File: src/rtl/imem_arbiter.sv
// imem_arbiter: shares one combinational-read instruction ROM between the
// fetch port (if_*) and a load-side literal read port (ls_*).
// Ports: clk/rst_n; if_req/if_addr/if_flush -> if_gnt, if_rvalid/if_rdata/if_err;
//        ls_req/ls_addr -> ls_gnt, ls_rvalid/ls_rdata/ls_err; mem_addr/mem_en -> ROM, mem_rdata <- ROM.
// Grants are combinational; each response returns exactly one cycle after its grant.
// Fetch has priority unless the load side has been denied STARVE_MAX cycles in a row.
module imem_arbiter #(
  parameter int WIDTH_ADDR = 32,
  parameter int WIDTH_DATA = 32,
  parameter int STARVE_MAX = 4
) (
  input  logic                  clk,
  input  logic                  rst_n,
  input  logic                  if_req,
  input  logic [WIDTH_ADDR-1:0] if_addr,
  input  logic                  if_flush,
  output logic                  if_gnt,
  output logic                  if_rvalid,
  output logic [WIDTH_DATA-1:0] if_rdata,
  output logic                  if_err,
  input  logic                  ls_req,
  input  logic [WIDTH_ADDR-1:0] ls_addr,
  output logic                  ls_gnt,
  output logic                  ls_rvalid,
  output logic [WIDTH_DATA-1:0] ls_rdata,
  output logic                  ls_err,
  output logic [WIDTH_ADDR-1:0] mem_addr,
  output logic                  mem_en,
  input  logic [WIDTH_DATA-1:0] mem_rdata
);

  localparam logic [3:0] STARVE_LIM = 4'(STARVE_MAX);

  logic [3:0]            starve_cnt;
  logic [WIDTH_ADDR-1:0] mem_addr_q;
  logic                  if_vld_q, if_err_q, ls_vld_q, ls_err_q;
  logic [WIDTH_DATA-1:0] if_rdata_q, ls_rdata_q;
  logic                  ls_wins;
  logic                  misaligned;
  logic [WIDTH_DATA-1:0] rdata_in;

  always_comb begin
    // Load side wins when fetch is absent or flushed, or when it has starved.
    ls_wins    = ls_req & (if_flush | ~if_req | (starve_cnt == STARVE_LIM));
    // rst_n gates the grants so nothing is granted while reset is held.
    ls_gnt     = rst_n & ls_wins;
    if_gnt     = rst_n & if_req & ~if_flush & ~ls_wins;
    mem_en     = if_gnt | ls_gnt;
    mem_addr   = mem_addr_q;
    if (ls_gnt)
      mem_addr = ls_addr;
    else if (if_gnt)
      mem_addr = if_addr;
    misaligned = |mem_addr[1:0];
    rdata_in   = misaligned ? '0 : mem_rdata;
  end

  always_ff @(posedge clk or negedge rst_n) begin
    if (!rst_n) begin
      starve_cnt <= '0;
      mem_addr_q <= '0;
      if_vld_q   <= 1'b0;
      if_err_q   <= 1'b0;
      ls_vld_q   <= 1'b0;
      ls_err_q   <= 1'b0;
      if_rdata_q <= '0;
      ls_rdata_q <= '0;
    end else begin
      if (ls_req && !ls_gnt)
        starve_cnt <= (starve_cnt == STARVE_LIM) ? starve_cnt : starve_cnt + 4'd1;
      else
        starve_cnt <= '0;

      if (mem_en)
        mem_addr_q <= mem_addr;

      if_vld_q <= if_gnt;
      if_err_q <= if_gnt & misaligned;
      ls_vld_q <= ls_gnt;
      ls_err_q <= ls_gnt & misaligned;
      if (if_gnt)
        if_rdata_q <= rdata_in;
      if (ls_gnt)
        ls_rdata_q <= rdata_in;
    end
  end

  // A flush in the response cycle kills the fetch response; ls is unaffected.
  assign if_rvalid = if_vld_q & ~if_flush;
  assign if_err    = if_err_q & ~if_flush;
  assign if_rdata  = if_rdata_q;
  assign ls_rvalid = ls_vld_q;
  assign ls_err    = ls_err_q;
  assign ls_rdata  = ls_rdata_q;

endmodule

File: config.mk
export PLATFORM = sky130hd
export DESIGN_NAME = imem_arbiter
export DESIGN_NICKNAME = d
export VERILOG_FILES = /design/src/rtl/imem_arbiter.sv
export SDC_FILE = /design/constraint.sdc
export NUM_CORES = 1
export LEC_CHECK = 0
export CAP_MARGIN = 20
export CORE_MARGIN = 1.5
export CORE_UTILIZATION = 25
export DETAILED_ROUTE_END_ITERATION = 10
export PLACE_DENSITY = 0.51
export SETUP_SLACK_MARGIN = 0.1
export SLEW_MARGIN = 10
export SYNTH_ARGS = -nofsm -noshare
export SYNTH_HDL_FRONTEND = slang
export SYNTH_SLANG_ARGS = --single-unit
File: constraint.sdc
create_clock -name clk -period 3.2 [get_ports clk]
set_input_delay 0.96 -clock clk [delete_from_list [all_inputs] [get_ports clk]]
set_output_delay 0.96 -clock clk [all_outputs]
set_load 0.1 [all_outputs]
======== After elaboration in Yosys (flattened, before gate mapping) ========
Cells that the tools add are included.
operators by class
  add/subtract/negate cells ............... 1
  eq/ne operators ......................... 2
  muxes and demuxes ....................... 5
  bitwise operators ....................... 15
  reduce and logical (&&, ||, !) cells .... 3
operators with widths
  operator                                       number
  2-to-1 mux 32 bit                              3
  bitwise AND 1 bit                              9
  2-to-1 mux 4 bit                               2
  adder 4 x 1 -> 4 bit, second input constant    1
  == test 4 x 3 -> 1 bit, second input constant  1
  inverter 1 bit                                 3
  bitwise OR 1 bit                               3
  inequality test 2 bit, second input constant   1
  OR reduction 2 bit                             1
  logical AND 1 bit                              1
  zero test 1 bit                                1
storage, ports and cells
  flip-flop bits (word level) ............. 104
  input port bits ......................... 101
  output and inout bits ................... 103
  word-level logic and storage cells ...... 34

======== Longest topological paths before layout ========
  word-level depth ........................ 10
  depth in mapped cells ................... 10

======== Worst setup path before layout ========
OpenSTA, ideal clock, no wires.
  path type ............................... input-to-output
  start point ............................. in if_req
  end point ............................... out mem_addr[24]
  arrival ................................. 2.894 ns
  data required time ...................... 2.240 ns
  setup slack ............................. -0.654 ns
  cell stages on the path ................. 6
  path through ............................ nor2b_1 > o211ai_2 > inv_2 > buf_2 > a22oi_1 > nand2_1
between the ends
  cells in the longest elaborated chain, start to end .. 8
ends and longest elaborated chain
  what                           line  RTL
  start: declaration             14    input logic if_req,
  inverter 1 bit                 44    ls_wins = ls_req & (if_flush | ~if_req | (starve_cnt == STARVE_LIM));
  bitwise OR 1 bit (2 in a row)  44
  bitwise AND 1 bit              44
  inverter 1 bit                 47    if_gnt = rst_n & if_req & ~if_flush & ~ls_wins;
  bitwise AND 1 bit *            47
  via if_gnt                     17    output logic if_gnt,
  2-to-1 mux 32 bit *            52    else if (if_gnt)
  2-to-1 mux 32 bit *            50    if (ls_gnt)
  end: declaration               27    output logic [WIDTH_ADDR-1:0] mem_addr,
The timed path passes the listed nets; every way through them passes the cells marked *.

======== Worst setup path in the final report ========
  start point ............................. reg starve_cnt[0]
  end point ............................... out mem_addr[6]
between the ends
  cells in the longest elaborated chain, start to end .. 7
ends and longest elaborated chain
  what                      line  RTL
  start: declaration        34    logic [3:0] starve_cnt;
  start signal: assignment  70    starve_cnt <= (starve_cnt == STARVE_LIM) ? starve_cnt : starve_cnt + 4'd1;
  == test 4 x 3 -> 1 bit *  44
  bitwise OR 1 bit *        44
  bitwise AND 1 bit *       44
  inverter 1 bit            47
  bitwise AND 1 bit         47
  2-to-1 mux 32 bit         52
  2-to-1 mux 32 bit *       50
Mark *: on every way between the ends. The rest lies on a longest branch, timed or not.

==> out/results.ini <==
[critical_path]
crit_path_frequent_cell=buf_12
worstPathRequired_ns=2.24
path_delay_family=buffers and inverters
crit_fanout=6
crit_path_max_incr_delay_ns=0.40
critPathBufInv=4
crit_type=reg -> out
ff2ff_setup_slack_ns=0.98
critPathSlowestCell=dfrtp_1
critPathArrivalTime_ns=2.20
crit_path_end_kind=output pin
cp_cell_sequence=inv_2, ha_4, and3b_2, o211ai_4, inv_6, buf_12, a22oi_2, nand2_4, buf_12
r2r_cells=9
timing.rr.start=starve_cnt[0]$_DFFE_PN0P_
r2r-end=if_rdata[19]$_DFFE_PN0N_
startpoint_type=flip-flop

[detailed_routing]
route.detailed.drc=0
vias_per_cell=4.54
dr.pass1.iters=4
postRouteAntennaNets=0
num_vias=4214
drt_iter0_drc=149
routed_wl_mm=14.7
wl_per_cell_um=15.8

[sta]
min_period_ns=3.16
max_freq_ghz=0.316
report.final.setup_viol=0
holdWs_ns=0.466
slew_headroom=0.580
finalCritPeriodShare=0.988
slew_viol_final=0
hold_violations=0
rsz0062_at_grt=yes
tightest_slew_ns=0.630
fin_worst_skew_ns=0.00534

[cts]
cts_tree=built
cts_made_buffers=9
clock_path_buffers=2
cts_sinks=104
cts.clk_slew.worst_paths_ns=0.07
hold_buffers=0
insertion_delay_ns=0.34
clockRootBuffer=clkbuf_16
htree_levels=3

[global_route]
grtUsageTotal=0.166
overflow=0
grt_first_pass_wirelength_mm=23.3
grt_antenna_before_repair=0
grt_pass1_vias=4377
grt_max_degree=51

[synthesis]
yosysUniqueCellTypes=29
synthTopCellsByArea=dfrtp_1, nand2_1, a22o_1
synth_warnings=0
synth_nets=529
synth.yosys.seq_area_share=0.596
synth_area_per_cell_um2=10.2
synth_area_leader_cell=dfrtp_1
netlist_area_mm2=0.00437
yosysTopAreaCellShare=0.596
ys_seq_elements=104
synthCells=426

[placed_design]
gp_congestion=0.742
port_buffers=203
detailed_place_hpwl_mm=10.3
dp_cells=875

[die]
dieWidth_um=135
io-pin-count=204
rows=48
die-area_mm2=0.0183
core-area_mm2=0.0172
start_util=0.254
die_h_um=135

[status]
run_status=finished clean

[finish]
finalNetCount=802
antennaDiodeCount=0
drive_gt1_frac=0.442
final_cell_count_no_fill=929
area.growth.synth_to_final_pct=92.8

[power]
peakVddDrop_uv=273
total_power_mw=4.90
p_leak_nw=4.10
p_per_area_mw_per_mm2=582

[min_path]
holdPathStages=2
min_from=ls_rdata[21]$_DFFE_PN0P_
hold_end=ls_rdata[21]$_DFFE_PN0P_
hold_class=reg -> reg

[flow_run]
cap_violations=0

==> state kept, by name, indices dropped and copies added (netlist names) <==
name,count
if_err_q,1
if_rdata,32
if_vld_q,1
ls_err,1
ls_rdata,32
ls_rvalid,1
mem_addr_q,32
starve_cnt,4
==> per-layer routing <==
metal	vias to the layer above	GRT usage	wire length, um
met5	-	0	0
met2	146	0.284	7230
li1	2004	-	-
met3	11	0.0441	1090
met4	0	0.0484	177
met1	2053	0.205	6210
==> stage by stage <==
stage,cell area [um2],util,worst slack [ns],setup TNS (ns)
2_1_floorplan,4630,-,0.0432,0
3_3_place_gp,7470,0.435,-0.489,-14.64
3_5_place_dp,7470,0.435,-0.548,-16.72
4_1_cts,8380,0.488,0.0228,0
5_1_grt,8420,0.490,-0.0363,-0.274
6_report,8420,0.490,0.0389,0
==> cells by family after synthesis <==
group                      share of synthesized area
DFF                                            0.596
xor gates and xnor gates                     0.00401
buffers and inverters                         0.0347
adders and majority gates                    0.00573
and+or+nand+nor                                0.197
AOI/OAI and AO/OA                              0.163
==> cell usage after synthesis (all sizes together) <==
cell type  number
nor2            5
nor3            2
o21ai           1
xnor2           2
dfrtp         104
a31oi           1
a22o           32
nand2         163
o211ai          2
nand2b          1
clkbuf         11
and3b           1
a22oi          33
ha              2
a21oi           6
nor2b           3
buf            15
nand3          33
inv             6
or2             1
nand3b          1
a211oi          1
==> worst max-delay path by stage <==
stage,startpoint,endpoint,cells past startpoint
finish,starve_cnt[0]$_DFFE_PN0P_,mem_addr[6],9
detailed placement,if_req,mem_addr[31],8
floorplan,if_req,mem_addr[24],6
global route,starve_cnt[0]$_DFFE_PN0P_,mem_addr[6],9
CTS,starve_cnt[0]$_DFFE_PN0P_,mem_addr[6],9
global placement,if_req,mem_addr[0],8
==> worst register-to-register path: stages (launching register included) <==
cell and delay, ns:
dfrtp_1 0.42, inv_2 0.10, ha_4 0.14, nand3b_1 0.15, o211ai_4 0.25, buf_4 0.14
buf_4 0.36, nor3_4 0.05, buf_4 0.26, a22o_1 0.24
==> placed cells by master, fill, tap and decap left out, types with 2 or more instances in the layout <==
cell	count
a21oi_1	6
a22o_1	32
a22oi_2	32
buf_12	47
buf_16	5
buf_4	133
buf_6	4
buf_8	2
bufinv_16	2
clkbuf_1	3
clkbuf_16	9
clkdlybuf4s50_1	96
dfrtp_1	104
inv_2	2
inv_6	2
nand2_1	106
nand2_2	20
nand2_4	37
nand3_1	33
nor2_1	4
nor2b_2	2
o211ai_4	2
xnor2_1	2
==> report_power, final <==
group / switching, mW / internal [mW] / total, mW
clock network: 0.489 / 0.692 / 1.18
logic: 1.47 / 0.716 / 2.18
registers: 0.0759 / 1.45 / 1.53
==> layout make-up <==
type	count	area (um2)
fillers	1616	8760
repair buffers	288	3120
flip-flops and latches	104	2600
multi-input cells	290	2060
well taps	225	282
clock buffers	12	236
clock inverters	4	77.6
inverters	6	33.8
==> what timing repair did <==
item,4_1_cts,5_1_grt
resized for setup,79,1
pin swaps,32,9
endpoints found under the setup margin,35,32
buffers inserted,30,4
cloned,5,0
(Power assumes the default switching activity.)
